--- src/rtl/mem_arbiter_pkg.sv ---
// Shared types and defaults for the main-memory arbiter: owner FSM states,
// owner identity and the 4-bit carry-lookahead increment used by the burst counters.
package mem_arbiter_pkg;

  localparam int BURST_WORDS_DEF = 8;
  localparam int ADDR_W_DEF      = 16;
  localparam int DATA_W_DEF      = 16;
  localparam int CNT_W           = 4;

  typedef enum logic [1:0] {
    ARB_IDLE   = 2'd0,
    ARB_IFILL  = 2'd1,
    ARB_DFILL  = 2'd2,
    ARB_DWRITE = 2'd3
  } arb_state_e;

  typedef enum logic {
    OWN_I = 1'b0,
    OWN_D = 1'b1
  } owner_e;

  // +1 with every carry computed directly from the operand bits (CLA4 style).
  function automatic logic [CNT_W-1:0] cla4_inc(input logic [CNT_W-1:0] a);
    logic [CNT_W-1:0] c;
    c[0] = 1'b1;
    c[1] = a[0];
    c[2] = a[1] & a[0];
    c[3] = a[2] & a[1] & a[0];
    return a ^ c;
  endfunction

endpackage

--- src/rtl/mem_arbiter_burst_counter.sv ---
// Saturating 4-bit burst word counter with synchronous clear, count enable
// and a done flag raised once the count reaches MAX_VAL.
module mem_arbiter_burst_counter
  import mem_arbiter_pkg::*;
#(
  parameter logic [CNT_W-1:0] MAX_VAL = CNT_W'(BURST_WORDS_DEF)
) (
  input  logic             clk,
  input  logic             rst,
  input  logic             clr_i,
  input  logic             en_i,
  output logic [CNT_W-1:0] cnt_o,
  output logic             done_o
);

  logic [CNT_W-1:0] cnt_q;
  logic [CNT_W-1:0] cnt_d;

  assign done_o = (cnt_q == MAX_VAL);
  assign cnt_o  = cnt_q;

  // NOTE: the default assignment first keeps every path assigned, so no latch is inferred.
  always_comb begin
    cnt_d = cnt_q;
    if (clr_i) begin
      cnt_d = '0;
    end else if (en_i && !done_o) begin
      cnt_d = cla4_inc(cnt_q);
    end
  end

  // NOTE: registers use non-blocking assignments; reset is synchronous, sampled on the clock edge.
  always_ff @(posedge clk) begin
    if (rst) begin
      cnt_q <= '0;
    end else begin
      cnt_q <= cnt_d;
    end
  end

endmodule

--- src/rtl/mem_arbiter.sv ---
// Main-memory arbiter: grants the I-cache fill, D-cache fill or D-cache store
// one at a time, forwards the owner's address and routes read-valid back to the owner.
module mem_arbiter
  import mem_arbiter_pkg::*;
#(
  parameter int BURST_WORDS = BURST_WORDS_DEF,
  parameter int ADDR_W      = ADDR_W_DEF,
  parameter int DATA_W      = DATA_W_DEF
) (
  input  logic              clk,
  input  logic              rst,
  input  logic              ic_req,
  input  logic [ADDR_W-1:0] ic_addr,
  output logic              ic_valid,
  output logic              ic_grant,
  input  logic              dc_req,
  input  logic [ADDR_W-1:0] dc_addr,
  input  logic              dc_wr,
  input  logic [DATA_W-1:0] dc_wdata,
  output logic              dc_valid,
  output logic              dc_grant,
  output logic              dc_wr_done,
  output logic              mem_enable,
  output logic              mem_wr,
  output logic [ADDR_W-1:0] mem_addr,
  output logic [DATA_W-1:0] mem_wdata,
  input  logic              mem_data_valid
);

  arb_state_e       state_q, state_d;
  owner_e           last_owner_q, last_owner_d;
  logic [CNT_W-1:0] issue_cnt, ret_cnt;
  logic             issue_done, ret_done;
  logic             in_fill, issuing, burst_last, d_side;
  logic             unused_cnt_bits;

  assign in_fill    = (state_q == ARB_IFILL) || (state_q == ARB_DFILL);
  assign issuing    = in_fill && !issue_done;
  assign burst_last = in_fill && mem_data_valid && (ret_cnt == CNT_W'(BURST_WORDS - 1));
  assign d_side     = dc_wr || dc_req;

  mem_arbiter_burst_counter #(.MAX_VAL(CNT_W'(BURST_WORDS))) u_issue_cnt (
    .clk    (clk),
    .rst    (rst),
    .clr_i  (state_d == ARB_IDLE),
    .en_i   (issuing),
    .cnt_o  (issue_cnt),
    .done_o (issue_done)
  );

  mem_arbiter_burst_counter #(.MAX_VAL(CNT_W'(BURST_WORDS))) u_ret_cnt (
    .clk    (clk),
    .rst    (rst),
    .clr_i  (state_d == ARB_IDLE),
    .en_i   (in_fill && mem_data_valid),
    .cnt_o  (ret_cnt),
    .done_o (ret_done)
  );

  // Raw issue count and return-done flag are kept for debug visibility only.
  assign unused_cnt_bits = ^{issue_cnt, ret_done};

  // In a conflict the side that did not own memory last wins; a store beats a D fill.
  always_comb begin
    state_d      = state_q;
    last_owner_d = last_owner_q;
    case (state_q)
      ARB_IDLE: begin
        if (ic_req && (!d_side || last_owner_q == OWN_D)) begin
          state_d = ARB_IFILL;
        end else if (dc_wr) begin
          state_d = ARB_DWRITE;
        end else if (dc_req) begin
          state_d = ARB_DFILL;
        end
      end
      ARB_IFILL: begin
        if (burst_last) begin
          state_d      = ARB_IDLE;
          last_owner_d = OWN_I;
        end
      end
      ARB_DFILL: begin
        if (burst_last) begin
          state_d      = ARB_IDLE;
          last_owner_d = OWN_D;
        end
      end
      ARB_DWRITE: begin
        state_d      = ARB_IDLE;
        last_owner_d = OWN_D;
      end
      default: state_d = ARB_IDLE;
    endcase
  end

  always_ff @(posedge clk) begin
    if (rst) begin
      state_q      <= ARB_IDLE;
      last_owner_q <= OWN_D;
    end else begin
      state_q      <= state_d;
      last_owner_q <= last_owner_d;
    end
  end

  assign ic_grant   = (state_q == ARB_IFILL);
  assign dc_grant   = (state_q == ARB_DFILL) || (state_q == ARB_DWRITE);
  assign dc_wr_done = (state_q == ARB_DWRITE);
  assign mem_enable = issuing || (state_q == ARB_DWRITE);
  assign mem_wr     = (state_q == ARB_DWRITE);
  assign mem_wdata  = (state_q == ARB_DWRITE) ? dc_wdata : '0;
  assign mem_addr   = (state_q == ARB_IFILL && issuing) ? ic_addr :
                      (((state_q == ARB_DFILL) && issuing) || (state_q == ARB_DWRITE)) ? dc_addr :
                      '0;

  // Returns outside a fill (idle, store, or after a reset) are dropped here.
  assign ic_valid = (state_q == ARB_IFILL) && mem_data_valid;
  assign dc_valid = (state_q == ARB_DFILL) && mem_data_valid;

endmodule

--- config.mk ---
export PLATFORM = sky130hd
export DESIGN_NAME = mem_arbiter
export DESIGN_NICKNAME = d
export VERILOG_FILES = /design/src/rtl/mem_arbiter_pkg.sv /design/src/rtl/mem_arbiter_burst_counter.sv /design/src/rtl/mem_arbiter.sv
export SDC_FILE = /design/constraint.sdc
export NUM_CORES = 1
export LEC_CHECK = 0
export CORE_MARGIN = 10
export CORE_UTILIZATION = 32
export DETAILED_ROUTE_END_ITERATION = 8
export HOLD_SLACK_MARGIN = 0.12
export PLACE_DENSITY_LB_ADDON = 0.25
export RECOVER_POWER = 50
export SYNTH_ARGS = -nofsm -noshare
export SYNTH_HDL_FRONTEND = slang
export SYNTH_HIERARCHICAL = 1
export SYNTH_SLANG_ARGS = --single-unit
--- constraint.sdc ---
create_clock -name clk -period 2.3 [get_ports clk]
set_input_delay 0.46 -clock clk [delete_from_list [all_inputs] [get_ports clk]]
set_output_delay 0.46 -clock clk [all_outputs]
set_load 0.03 [all_outputs]
# --- Word level (Yosys, flattened, before mapping) ---
# Index checks and enable logic that the tools add are counted.
totals:
  reg_bits: 11
  in_bits: 54
  output_inout_bits: 39
  word_cells: 56
op_classes:
  n_eq_ne: 8
  n_mux: 11
  bitwise_logic: 8
  n_reduce_logical: 25
ops:
  columns: ["op", "count"]
  rows:
  - ["$mux 16", 3]
  - ["$logic_and 1x1->1", 10]
  - ["$eq 4x4->1 const B", 2]
  - ["$mux 2", 4]
  - ["$xor 4x4->4", 2]
  - ["$and 1x1->1", 6]
  - ["$logic_or 1x1->1", 6]
  - ["$pmux 2 s3", 1]
  - ["$eq 2x2->1 const B", 2]
  - ["$eq 4x3->1 const B", 1]
  - ["$logic_not 2->1", 2]
  - ["$reduce_or 2->1", 2]
  - ["$logic_not 1->1", 3]
  - ["$pmux 1 s3", 1]
  - ["$reduce_and 3->1", 1]
  - ["$reduce_bool 3->1", 1]
  - ["$eq 2x1->1 const B", 1]
  - ["$mux 1", 2]
  - ["$ne 2x1->1 const B", 1]
  - ["$ne 2x2->1 const B", 1]

# --- Depth between registers and ports, before layout ---
# Gate-level depths: netlist of run 1.
depth:
  ltp_word: 8
  ltp_mapped: 9
  depth_no_buf: 8

# --- Modules after synthesis ---
# Netlist of run 1, hierarchy kept.
modules_own_cells:
  columns: ["mod", "instances", "cells_per_inst", "area_per_inst_um2", "seq_area_each_um2"]
  rows:
  - ["mem_arbiter", 1, 81, 610.6, 60.1]
  - ["mem_arbiter_burst_counter", 2, 25, 224.0, 80.1]

# --- Worst setup path after synthesis of run 1 ---
# OpenSTA, ideal clock, no wires.
synth_path:
  path_type: "reg2out"
  startpoint: "register state_q[1]"
  endpoint: "output mem_addr[10]"
  t_arrival_ns: 1.719
  t_required_ns: 1.840
  path_slack_ns: 0.121
  stages_incl_launch_ff: 8
  path_buffers: 2
  cell_sequence: "dfxtp_1 > inv_1 > ha_1 > nor2b_1 > buf_2 > a21oi_4 > buf_6 > a22o_1"
synth_between:
  elab_chain_cells: 7
  elab_cells_between_ends: 10
  classes_between: "eq/ne: 3; mux: 2; reduce/logical: 5"
synth_lines:
  columns: ["element", "line", "text"]
  rows:
  - ["start, declared", "mem_arbiter.sv:30", "arb_state_e state_q, state_d;"]
  - ["start signal, assigned", "mem_arbiter.sv:102", "state_q <= state_d;"]
  - ["$eq 2x1->1 (*)", null, null]
  - ["net ic_grant", "mem_arbiter.sv:15", "output logic ic_grant,"]
  - ["$logic_or 1x1->1", "mem_arbiter.sv:37", "assign in_fill = (state_q == ARB_IFILL) || (state_q == ARB_DFILL);"]
  - ["$logic_and 1x1->1", "mem_arbiter.sv:38", "assign issuing = in_fill && !issue_done;"]
  - ["$logic_and 1x1->1", "mem_arbiter.sv:114", "(((state_q == ARB_DFILL) && issuing) || (state_q == ARB_DWRITE)) ? dc_addr :"]
  - ["$logic_or 1x1->1", "mem_arbiter.sv:114", null]
  - ["$mux 16", "mem_arbiter.sv:114", null]
  - ["$mux 16 (*)", "mem_arbiter.sv:113", "assign mem_addr = (state_q == ARB_IFILL && issuing) ? ic_addr :"]
  - ["end, declared", "mem_arbiter.sv:25", "output logic [ADDR_W-1:0] mem_addr,"]
# Mark *: on every way through the listed nets, which the timed path passes. The rest lies on a longest branch.

# --- Worst setup path in the final report of run 1 ---
layout_path:
  startpoint: "register u_issue_cnt.cnt_q[1] (netlist: u_issue_cnt/cnt_o[1])"
  endpoint: "output mem_addr[10]"
layout_between:
  elab_chain_cells: 7
  elab_cells_between_ends: 8
  classes_between: "eq/ne: 1; mux: 2; reduce/logical: 5"
layout_lines:
  columns: ["element", "line", "text"]
  rows:
  - ["start, declared", "mem_arbiter_burst_counter.sv:16", "logic [CNT_W-1:0] cnt_q;"]
  - ["start signal, assigned", "mem_arbiter_burst_counter.sv:37", "cnt_q <= cnt_d;"]
  - ["$eq 4x4->1 (*)", "mem_arbiter_burst_counter.sv:19", "assign done_o = (cnt_q == MAX_VAL);"]
  - ["net issue_done", "mem_arbiter.sv:33", "logic issue_done, ret_done;"]
  - ["$logic_not 1->1 (*)", "mem_arbiter.sv:38", null]
  - ["$logic_and 1x1->1 (*)", "mem_arbiter.sv:38", null]
  - ["$logic_and 1x1->1", "mem_arbiter.sv:114", null]
  - ["$logic_or 1x1->1", "mem_arbiter.sv:114", null]
  - ["$mux 16", "mem_arbiter.sv:114", null]
  - ["$mux 16 (*)", "mem_arbiter.sv:113", null]
# Marks and branches as above.

==> results of run 1 <==
==> kinds of logic (layout without fill, tap and decap cells) <==
logic type	count (synthesis)	in the layout	share of synthesized area, %
adders and majority gates	8	8	9.46
xor gates and xnor gates	2	2	1.66
buffers and inverters	20	125	8.39
DFF	11	11	20.8
and+or+nand+nor	53	53	31.2
AOI/OAI and AO/OA	37	37	28.5
==> routing by layer <==
| layer | wire length, um | part of all wire, % | track usage (%) |
|---|---|---|---|
| met2 | 3020 | 54 | 32.5 |
| met3 | 420 | 7.5 | 5.18 |
| met4 | 160 | 2.9 | 4.93 |
| met5 | 0 | 0 | 0 |
| met1 | 1970 | 35 | 15.8 |
==> cells in the final DEF, fill, tap and decap left out, types with 5 or more instances in the layout <==
cell type,instances
o21ai_0,5
inv_1,8
a21boi_0,6
dlygate4sd2_1,9
buf_6,17
clkdlybuf4s50_1,54
a22o_1,15
clkbuf_1,7
dfxtp_1,7
buf_4,11
nand2_1,6
and2_1,17
==> cell type report <==
type | instances | area share, %
Multi-Input combinational cell | 100 | 36.2
Timing Repair Buffer | 107 | 47.5
Inverter | 14 | 2.57
Clock buffer | 4 | 1.17
Sequential cell | 11 | 10.2
Tap cell | 44 | 2.46
==> final timing paths <==
kind                            depth (start not counted)                   end  slack [ps]
worst min register to register                          2    u_ret_cnt/cnt_o[2]         520
worst min-delay path                                    2    u_ret_cnt/cnt_o[2]         520
worst max register to register                          8  u_issue_cnt/cnt_o[0]         370
worst max-delay path                                    9          mem_addr[10]          10
==> report_power, final <==
group          total [W]  switching [W]  internal [W]
registers       0.000232      0.0000188      0.000213
clock network   0.000132      0.0000650     0.0000672
logic           0.000860       0.000437      0.000424
total            0.00122       0.000520      0.000704
==> registers in the layout, summed over array words and instances (netlist names) <==
signal             flops
last_owner_q           1
state_q                2
u_issue_cnt/cnt_o      4
u_ret_cnt/cnt_o        4
==> worst max-delay path, cell delays in order (launching register included) <==
cell and delay [ps]:
dfxtp_2 340, inv_2 50, ha_4 160, nand3b_4 80, inv_4 50, nand3b_1 190, a21oi_4 210, clkbuf_16 180
a22o_1 160, buf_6 140
==> timing repair <==
item	CTS	global route
pin swaps	4	3
setup endpoints to repair	33	24
cloned	2	0
buffers inserted	6	1
resized for setup	36	22
==> metrics by stage <==
stage / hold WS [ps] / TNS, ps
final: 523 / 0
after global placement: 489 / 0
after CTS: 513 / 0
after floorplan: 470 / 0
after detailed placement: 504 / 0
after global routing: 542 / -596
==> impl_metrics.env, run 1 <==
export IMPL_tightest_slew_ps=556
export IMPL_ctsHoldBuffers=0
export IMPL_tritoncts_num_buffers=3
export IMPL_finalHoldViolations=0
export IMPL_yosys_top_cells_count="and2_1, a22o_1, dfxtp_1, inv_1, ha_1"
export IMPL_grt_pass1_wl_mm=8.06
export IMPL_cts_root_buf="clkbuf_4"
export IMPL_multiInputGateArea_um2=811
export IMPL_cts_clk_slew_worst_paths_ps=60
export IMPL_powerDensity_mw_per_mm2=547
export IMPL_timing_critical_path_arrival_ps=1830
export IMPL_post_drt_wl_per_cell_um=19.9
export IMPL_syn_to_final_growth_pct=112
export IMPL_die_height_um=77.5
export IMPL_grt_max_degree=17
export IMPL_synth_main_ff_cell="dfxtp_1"
export IMPL_vias=1446
export IMPL_initial_utilization_pct=34.1
export IMPL_cts_buffer_depth=2
export IMPL_slew_violations=0
export IMPL_vias_per_cell=5.16
export IMPL_count_of_maximum_capacitance_violations=0
export IMPL_critical_path_peak_fanout=8
export IMPL_post_synth_cell_area_avg_um2=8.08
export IMPL_final_core_util_pct=72.2
export IMPL_yosys_register_bits=11
export IMPL_rsz0062_at_grt="yes"
export IMPL_drc=0
export IMPL_h_tree_depth=1
export IMPL_gp_routability_congestion=0.764
export IMPL_area_sequential_um2=228
export IMPL_globalRouteOverflowTotal=0
export IMPL_worst_case_setup_slack_after_placement_ps=11.2
export IMPL_finalCritPeriodShare_pct=99.6
export IMPL_post_synthesis_instance_area_mm2=0.00106
export IMPL_ys_async_sr_fraction_pct=0
export IMPL_min_path_type="flip-flop to flip-flop"
export IMPL_setup_violating_endpoint_count_in_the_final_report=0
export IMPL_drt_iter0_drc=67
export IMPL_slew_headroom_pct=62.4
export IMPL_worst_slack_ps=10.1
export IMPL_core_rowCount=20
export IMPL_outcome="finished clean"
export IMPL_dr_pass1_iters=4
export IMPL_ioPinCount=93
export IMPL_synth_seq_area_share_pct=20.8
export IMPL_horizontal_die_dimension_um=77.5
export IMPL_dp_cells=267
export IMPL_clock_sink_count=11
export IMPL_leakagePower_nw=0.995
export IMPL_crit_type="flip-flop to output pin"
export IMPL_syn_num_nets=193
export IMPL_ant_diodes=0
export IMPL_antenna_violating_nets_post_route=0
export IMPL_achievable_frequency_mhz=437
export IMPL_die_area_mm2=0.00601
export IMPL_number_of_antenna_violations_at_the_first_check_in_global_routing=0
export IMPL_first_global_vias=1417
export IMPL_worstSetupStartpointType="flip-flop"
export IMPL_power_total_w=0.00122
export IMPL_count_of_filler_cells_inserted_in_the_layout=263
export IMPL_post_dp_cell_area_mm2=0.00202
export IMPL_final_period_minus_worst_setup_slack_ps=2290
export IMPL_fp_coreArea_mm2=0.00310
export IMPL_yosysMostFrequentCell="and2_1"
export IMPL_tritoncts="built"
export IMPL_postLayoutCellArea_mm2=0.00224
export IMPL_net_count_of_the_finished_layout=299
export IMPL_worstSkewPairLatency_ps=270
export IMPL_clock_skew_ps=7.31
export IMPL_end_kind="output pin"
export IMPL_post_dp_hpwl_mm=4.17
export IMPL_yosys_top_cells_area="dfxtp_1, a22o_1, and2_1"
export IMPL_finish_cell_count_without_fillers=280
export IMPL_critical_path_startpoint="u_issue_cnt/cnt_o[1]"
export IMPL_vdd_ir_drop_worst_uv=354
export IMPL_library_cell_occupying_the_most_area_in_the_post_synthesis_netlist="dfxtp_1"
export IMPL_post_route_cells_drive_above_1_share_pct=23.7
export IMPL_wirelength_mm=5.57
export IMPL_critPathRequiredTime_ps=1840
export IMPL_synth_top_cell_area_share_pct=20.8
export IMPL_worstReg2RegStart="state_q[0]"
export IMPL_syn_warnings=6
export IMPL_netlist_cell_type_count=36
export IMPL_synth_enable_flop_cells=0
export IMPL_combined_global_route_utilization_of_all_metal_layers_pct=16.5
export IMPL_timing_hold_worst_start="u_ret_cnt/cnt_o[2]"
export IMPL_postSynthCellCount=131
export IMPL_buffer_ports_inserted=92
(Power assumes the default switching activity.)
==> run 2: changes to the inputs <==
- CAP_MARGIN: not set -> 20
- PLACE_DENSITY_LB_ADDON: 0.25 -> 0.2
==> impl_metrics.env, run 2 (same netlist as run 1, synthesis figures left out) <==
export IMPL_number_of_antenna_violations_at_the_first_check_in_global_routing=0
export IMPL_setup_violating_endpoint_count_in_the_final_report=8
export IMPL_syn_to_final_growth_pct=111
export IMPL_failed_checks="setup timing"
export IMPL_net_count_of_the_finished_layout=300
export IMPL_dp_cells=265
export IMPL_vias_per_cell=5.08
export IMPL_count_of_filler_cells_inserted_in_the_layout=259
export IMPL_final_period_minus_worst_setup_slack_ps=2350
export IMPL_die_area_mm2=0.00601
export IMPL_buffer_ports_inserted=92
export IMPL_horizontal_die_dimension_um=77.5
export IMPL_finish_cell_count_without_fillers=281
export IMPL_hold_slack_ps=532
export IMPL_finalHoldViolations=0
export IMPL_post_drt_wl_per_cell_um=19.7
export IMPL_count_of_maximum_capacitance_violations=0
export IMPL_slew_violations=0
export IMPL_die_height_um=77.5
export IMPL_timing_critical_path_arrival_ps=1890
export IMPL_finalCritPeriodShare_pct=102
export IMPL_slew_headroom_pct=62.3
export IMPL_powerDensity_mw_per_mm2=539
export IMPL_end_kind="output pin"
export IMPL_dr_pass1_iters=4
export IMPL_postLayoutCellArea_mm2=0.00223
export IMPL_power_switching_w=0.000515
export IMPL_crit_type="flip-flop to output pin"
export IMPL_p_int_w=0.000686
export IMPL_post_dp_cell_area_mm2=0.00202
export IMPL_worst_slack_ps=-51.1
export IMPL_leakagePower_nw=1.00
export IMPL_cts_root_buf="clkbuf_4"
export IMPL_critical_path_peak_fanout=8
export IMPL_tritoncts="built"
export IMPL_achievable_frequency_mhz=425
export IMPL_min_path_type="flip-flop to flip-flop"
export IMPL_combinational_share_of_power_pct=68.9
export IMPL_vias=1428
export IMPL_drc=0
export IMPL_post_route_cells_drive_above_1_share_pct=23.6
export IMPL_critPathRequiredTime_ps=1840
export IMPL_post_dp_hpwl_mm=4.28
export IMPL_ctsHoldBuffers=0
export IMPL_sw_ratio_pct=42.9
export IMPL_finalSetupTns_ps=-223
export IMPL_timing_critical_path_mode_cell="buf_6"
export IMPL_power_total_w=0.00120
export IMPL_grt_pass1_wl_mm=8.10
export IMPL_worstSkewPairLatency_ps=280
export IMPL_outcome="finished, violations left"
export IMPL_initial_utilization_pct=34.1
export IMPL_grt_max_degree=22
export IMPL_fraction_of_power_consumed_by_sequential_logic_pct=19.4
export IMPL_h_tree_depth=1
export IMPL_critical_path_max_stage_delay_ps=340
export IMPL_tightest_slew_ps=559
export IMPL_wirelength_mm=5.54
export IMPL_mostFrequentLayoutCell="clkdlybuf4s50_1"
export IMPL_critical_path_slowest_cell="dfxtp_2"
export IMPL_clock_sink_count=11
export IMPL_min_delay_path_depth=2
export IMPL_first_global_vias=1464
export IMPL_fp_coreArea_mm2=0.00310
export IMPL_most_used_cells_in_the_layout_excluding_fill_and_tap_cells="clkdlybuf4s50_1, buf_6, and2_1"
export IMPL_core_rowCount=20
export IMPL_tritoncts_num_buffers=3
export IMPL_drt_iter0_drc=47
export IMPL_vdd_ir_drop_worst_uv=293
export IMPL_clock_skew_ps=0.444
export IMPL_ant_diodes=0
export IMPL_clockPowerShare_pct=11.7
export IMPL_cts_clk_slew_worst_paths_ps=70
export IMPL_cp_cell_sequence="inv_2 > ha_4 > nand3b_4 > inv_4 > nand3b_1 > a21oi_4 > buf_6 > buf_16 > a22o_1 > buf_6"
export IMPL_cts_buffer_depth=2
export IMPL_antenna_violating_nets_post_route=0
export IMPL_worstRegToRegCells=8
export IMPL_globalRouteOverflowTotal=0
export IMPL_ioPinCount=93
export IMPL_rsz0062_at_grt="yes"
export IMPL_worstSetupStartpointType="flip-flop"
export IMPL_combined_global_route_utilization_of_all_metal_layers_pct=16.7
export IMPL_gp_routability_congestion=0.812
==> run 2: cell types whose count changed in the layout (fill, tap and decap cells not counted), sizes merged <==
cell / before / now
dlymetal6s2s: 3 / 4
clkinv: 0 / 1
buf: 32 / 36
dlygate4sd2: 9 / 6
clkdlybuf4s50: 54 / 55
clkbuf: 11 / 10
dlygate4sd3: 2 / 1
inv: 14 / 13
==> run 2: layout make-up <==
cell class	instances	area, um2	area share, %
tap	44	55.1	2.47
multi-input combinational	100	779	34.9
timing repair buffer	108	1080	48.6
sequential	11	230	10.3
clock buffer	4	26.3	1.18
inverter	14	55.1	2.47
==> run 2: worst max-delay path: cells and delay by family, from the launching register on <==
kind            cells  cell delay, ps
simple gates        2             280
flops               1             340
compound gates      2             350
fa+ha+maj           1             150
buf+inv             5             480
==> run 2: metal layers <==
metal | track usage, % | part of all wire (%)
met5 | 0 | 0
met4 | 4.38 | 0.94
met3 | 4.61 | 7.0
met2 | 33.2 | 53
met1 | 16.5 | 39
==> run 2: worst paths after layout <==
check | startpoint | to | slack (ps)
hold / removal | u_issue_cnt/cnt_o[2] | u_issue_cnt/cnt_o[2] | 530
setup / recovery | u_issue_cnt/cnt_o[0] | mem_addr[12] | -50
hold reg to reg | u_issue_cnt/cnt_o[2] | u_issue_cnt/cnt_o[2] | 530
setup reg to reg | state_q[0] | u_issue_cnt/cnt_o[1] | 370
==> run 2: power by group through the flow <==
stage	registers (W)	clock network [W]	logic, W
after CTS	0.000232	0.000144	0.000821
after global placement	0.000235	0	0.000693
after floorplan	0.000231	0	0.000404
final	0.000233	0.000140	0.000828
after detailed placement	0.000237	0	0.000709
after global routing	0.000236	0.000152	0.000874
==> run 2: through the flow <==
step                      setup WS (ps)  util (%)
final                             -51.1      71.9
after global placement              101      65.0
after CTS                         -19.2      72.0
after floorplan                     121         -
after detailed placement           42.0      65.0
after global routing               -106      71.9
==> run 2: repair_timing <==
action                                  in CTS  in global routing
endpoints found under the hold margin        0                  0
pin swaps                                    4                  5
buffers inserted                             7                  5
endpoints found under the setup margin      34                 26
gates cloned                                 1                  0
gates resized for setup                     37                 16
==> run 3: changes to the inputs <==
- CORE_UTILIZATION: 32 -> 31
- SYNTH_HIERARCHICAL: 1 -> not set
- TNS_END_PERCENT: not set -> 100
==> impl_metrics.env, run 3 <==
export IMPL_gp_routability_congestion=0.807
export IMPL_mostFrequentLayoutCell="clkdlybuf4s50_1"
export IMPL_globalRouteOverflowTotal=0
export IMPL_final_core_util_pct=65.1
export IMPL_post_dp_hpwl_mm=3.86
export IMPL_worst_case_setup_slack_after_placement_ps=79.4
export IMPL_syn_warnings=0
export IMPL_antenna_violating_nets_post_route=0
export IMPL_met1_length_mm=1.69
export IMPL_clock_sink_count=11
export IMPL_die_area_mm2=0.00604
export IMPL_core_rowCount=20
export IMPL_vias=1240
export IMPL_first_global_vias=1275
export IMPL_clock_skew_ps=2.95
export IMPL_crit_type="flip-flop to output pin"
export IMPL_postSynthCellCount=119
export IMPL_cts_buffer_depth=2
export IMPL_critical_path_max_stage_delay_ps=380
export IMPL_combined_global_route_utilization_of_all_metal_layers_pct=13.6
export IMPL_finalHoldViolations=0
export IMPL_powerDensity_mw_per_mm2=562
export IMPL_horizontal_die_dimension_um=77.7
export IMPL_worst_slack_ps=71.4
export IMPL_syn_num_nets=181
export IMPL_fp_coreArea_mm2=0.00313
export IMPL_critical_path_peak_fanout=16
export IMPL_post_synth_cell_area_avg_um2=8.68
export IMPL_ys_async_sr_fraction_pct=0
export IMPL_outcome="finished clean"
export IMPL_tightest_slew_ps=616
export IMPL_cts_root_buf="clkbuf_4"
export IMPL_critical_path_slowest_cell="dfxtp_4"
export IMPL_drc=0
export IMPL_wirelength_mm=4.42
export IMPL_die_height_um=77.7
export IMPL_post_route_cells_drive_above_1_share_pct=23.8
export IMPL_initial_utilization_pct=33.0
export IMPL_syn_to_final_growth_pct=97.0
export IMPL_leakagePower_nw=0.912
export IMPL_dr_max_layer_used="met4"
export IMPL_final_period_minus_worst_setup_slack_ps=2230
export IMPL_end_kind="output pin"
export IMPL_count_of_filler_cells_inserted_in_the_layout=279
export IMPL_worstSkewPairLatency_ps=270
export IMPL_synth_seq_area_share_pct=21.3
export IMPL_cp_cell_sequence="inv_2 > ha_4 > and3_4 > nor2_4 > buf_12 > a22o_2 > buf_4"
export IMPL_post_drt_wl_per_cell_um=17.1
export IMPL_drt_iter0_drc=18
export IMPL_slew_violations=0
export IMPL_vdd_ir_drop_worst_uv=377
export IMPL_grt_pass1_wl_mm=6.79
export IMPL_hold_slack_ps=557
export IMPL_worstSetupStartpointType="flip-flop"
export IMPL_synth_top_cell_area_share_pct=21.3
export IMPL_net_count_of_the_finished_layout=277
export IMPL_grt_max_degree=19
export IMPL_yosys_top_cells_count="and2_1, dfxtp_1, a22o_2, nor3_1"
export IMPL_buffer_ports_inserted=92
export IMPL_h_tree_depth=1
export IMPL_synth_enable_flop_cells=0
export IMPL_library_cell_occupying_the_most_area_in_the_post_synthesis_netlist="dfxtp_1"
export IMPL_tritoncts_num_buffers=3
export IMPL_number_of_antenna_violations_at_the_first_check_in_global_routing=0
export IMPL_ctsHoldBuffers=0
export IMPL_ioPinCount=93
export IMPL_timing_critical_path_arrival_ps=1770
export IMPL_yosys_top_cells_area="dfxtp_1, and2_1, ha_1"
export IMPL_setup_violating_endpoint_count_in_the_final_report=0
export IMPL_most_used_cells_in_the_layout_excluding_fill_and_tap_cells="clkdlybuf4s50_1, and2_1, dlygate4sd2_1, buf_4"
export IMPL_vias_per_cell=4.81
export IMPL_yosys_register_bits=11
export IMPL_finalCritPeriodShare_pct=96.9
export IMPL_dr_pass1_iters=4
export IMPL_count_of_maximum_capacitance_violations=0
export IMPL_netlist_cell_type_count=37
export IMPL_met2WireLength_mm=2.31
export IMPL_dp_cells=251
export IMPL_slew_headroom_pct=59.0
export IMPL_critPathRequiredTime_ps=1840
export IMPL_finish_cell_count_without_fillers=258
export IMPL_post_synthesis_instance_area_mm2=0.00103
export IMPL_tritoncts="built"
export IMPL_yosysMostFrequentCell="and2_1"
export IMPL_cts_clk_slew_worst_paths_ps=70
export IMPL_synth_main_ff_cell="dfxtp_1"
export IMPL_min_path_type="flip-flop to flip-flop"
export IMPL_ant_diodes=0
export IMPL_achievable_frequency_mhz=449
export IMPL_wl_met3_um=385
-- run 3: cell types whose count changed after synthesis, sizes merged, moves of 3 or more --
| cell | delta |
|---|---|
| a21boi | -6 |
| inv | -5 |
| nand2b | +3 |
| nor2 | +3 |
| nor2b | -4 |
| nor3 | +5 |
| o21ai | -5 |
| or3 | -3 |
| xnor2 | +3 |
-- run 3: worst paths after layout --
path / start / to / slack [ps] / depth (start not counted)
min reg2reg: state_q[1] / state_q[1] / 560 / 2
max: state_q[0] / mem_addr[12] / 70 / 7
min: state_q[1] / state_q[1] / 560 / 2
max reg2reg: state_q[1] / u_issue_cnt.cnt_o[0] / 390 / 7
-- run 3: worst max-delay path: cells and delay by family, from the launching register on --
kind	cells	cell delay, ps
compound gates	1	210
fa+ha+maj	1	290
buf+inv	3	370
flops	1	380
simple gates	2	240
-- run 3: logic make-up after synthesis --
kind of cell / after synthesis / synth area share, %
flip-flops: 11 / 21.3
adder cells (fa/ha/maj): 8 / 9.69
buffers and inverters: 15 / 7.51
multiplexers: 2 / 1.94
XOR/XNOR: 6 / 5.09
AND/OR/NAND/NOR: 49 / 28.5
AO/OA/AOI/OAI: 28 / 26.0
-- run 3: through the flow --
step	setup TNS (ps)	total power (W)	cell area [um2]
after global routing	-2.83	0.00122	2040
after detailed placement	0	0.000989	1970
after CTS	-9.16	0.00115	2020
after floorplan	0	0.000690	1030
final	0	0.00114	2040
after global placement	0	0.000967	1970
-- run 3: metal layers --
layer,GRT usage (%),vias to the layer above
li1,-,617
met1,13.9,551
met2,26.0,65
met3,4.72,7
met4,2.74,0
met5,0,-
-- run 3: cell type report --
class	count	area [um2]	area share, %
inverter	8	30.0	1.48
multi-input combinational	93	767	37.7
clock buffer	4	26.3	1.29
tap	44	55.1	2.70
sequential	11	230	11.3
timing repair buffer	98	927	45.5
-- run 3: power by group --
group / leakage [nW] / total [W] / switching (W) / internal, W
Sequential: 0.0917 / 0.000243 / 0.0000255 / 0.000218
Combinational: 0.806 / 0.000764 / 0.000406 / 0.000358
Clock: 0.0150 / 0.000136 / 0.0000689 / 0.0000672
-- run 3: timing repair --
item                       4_1_cts  5_1_grt
setup endpoints to repair       33       18
hold endpoints to repair         0        0
pin swaps                        2        2
setup buffers                    1        2
gates resized for setup         23       13
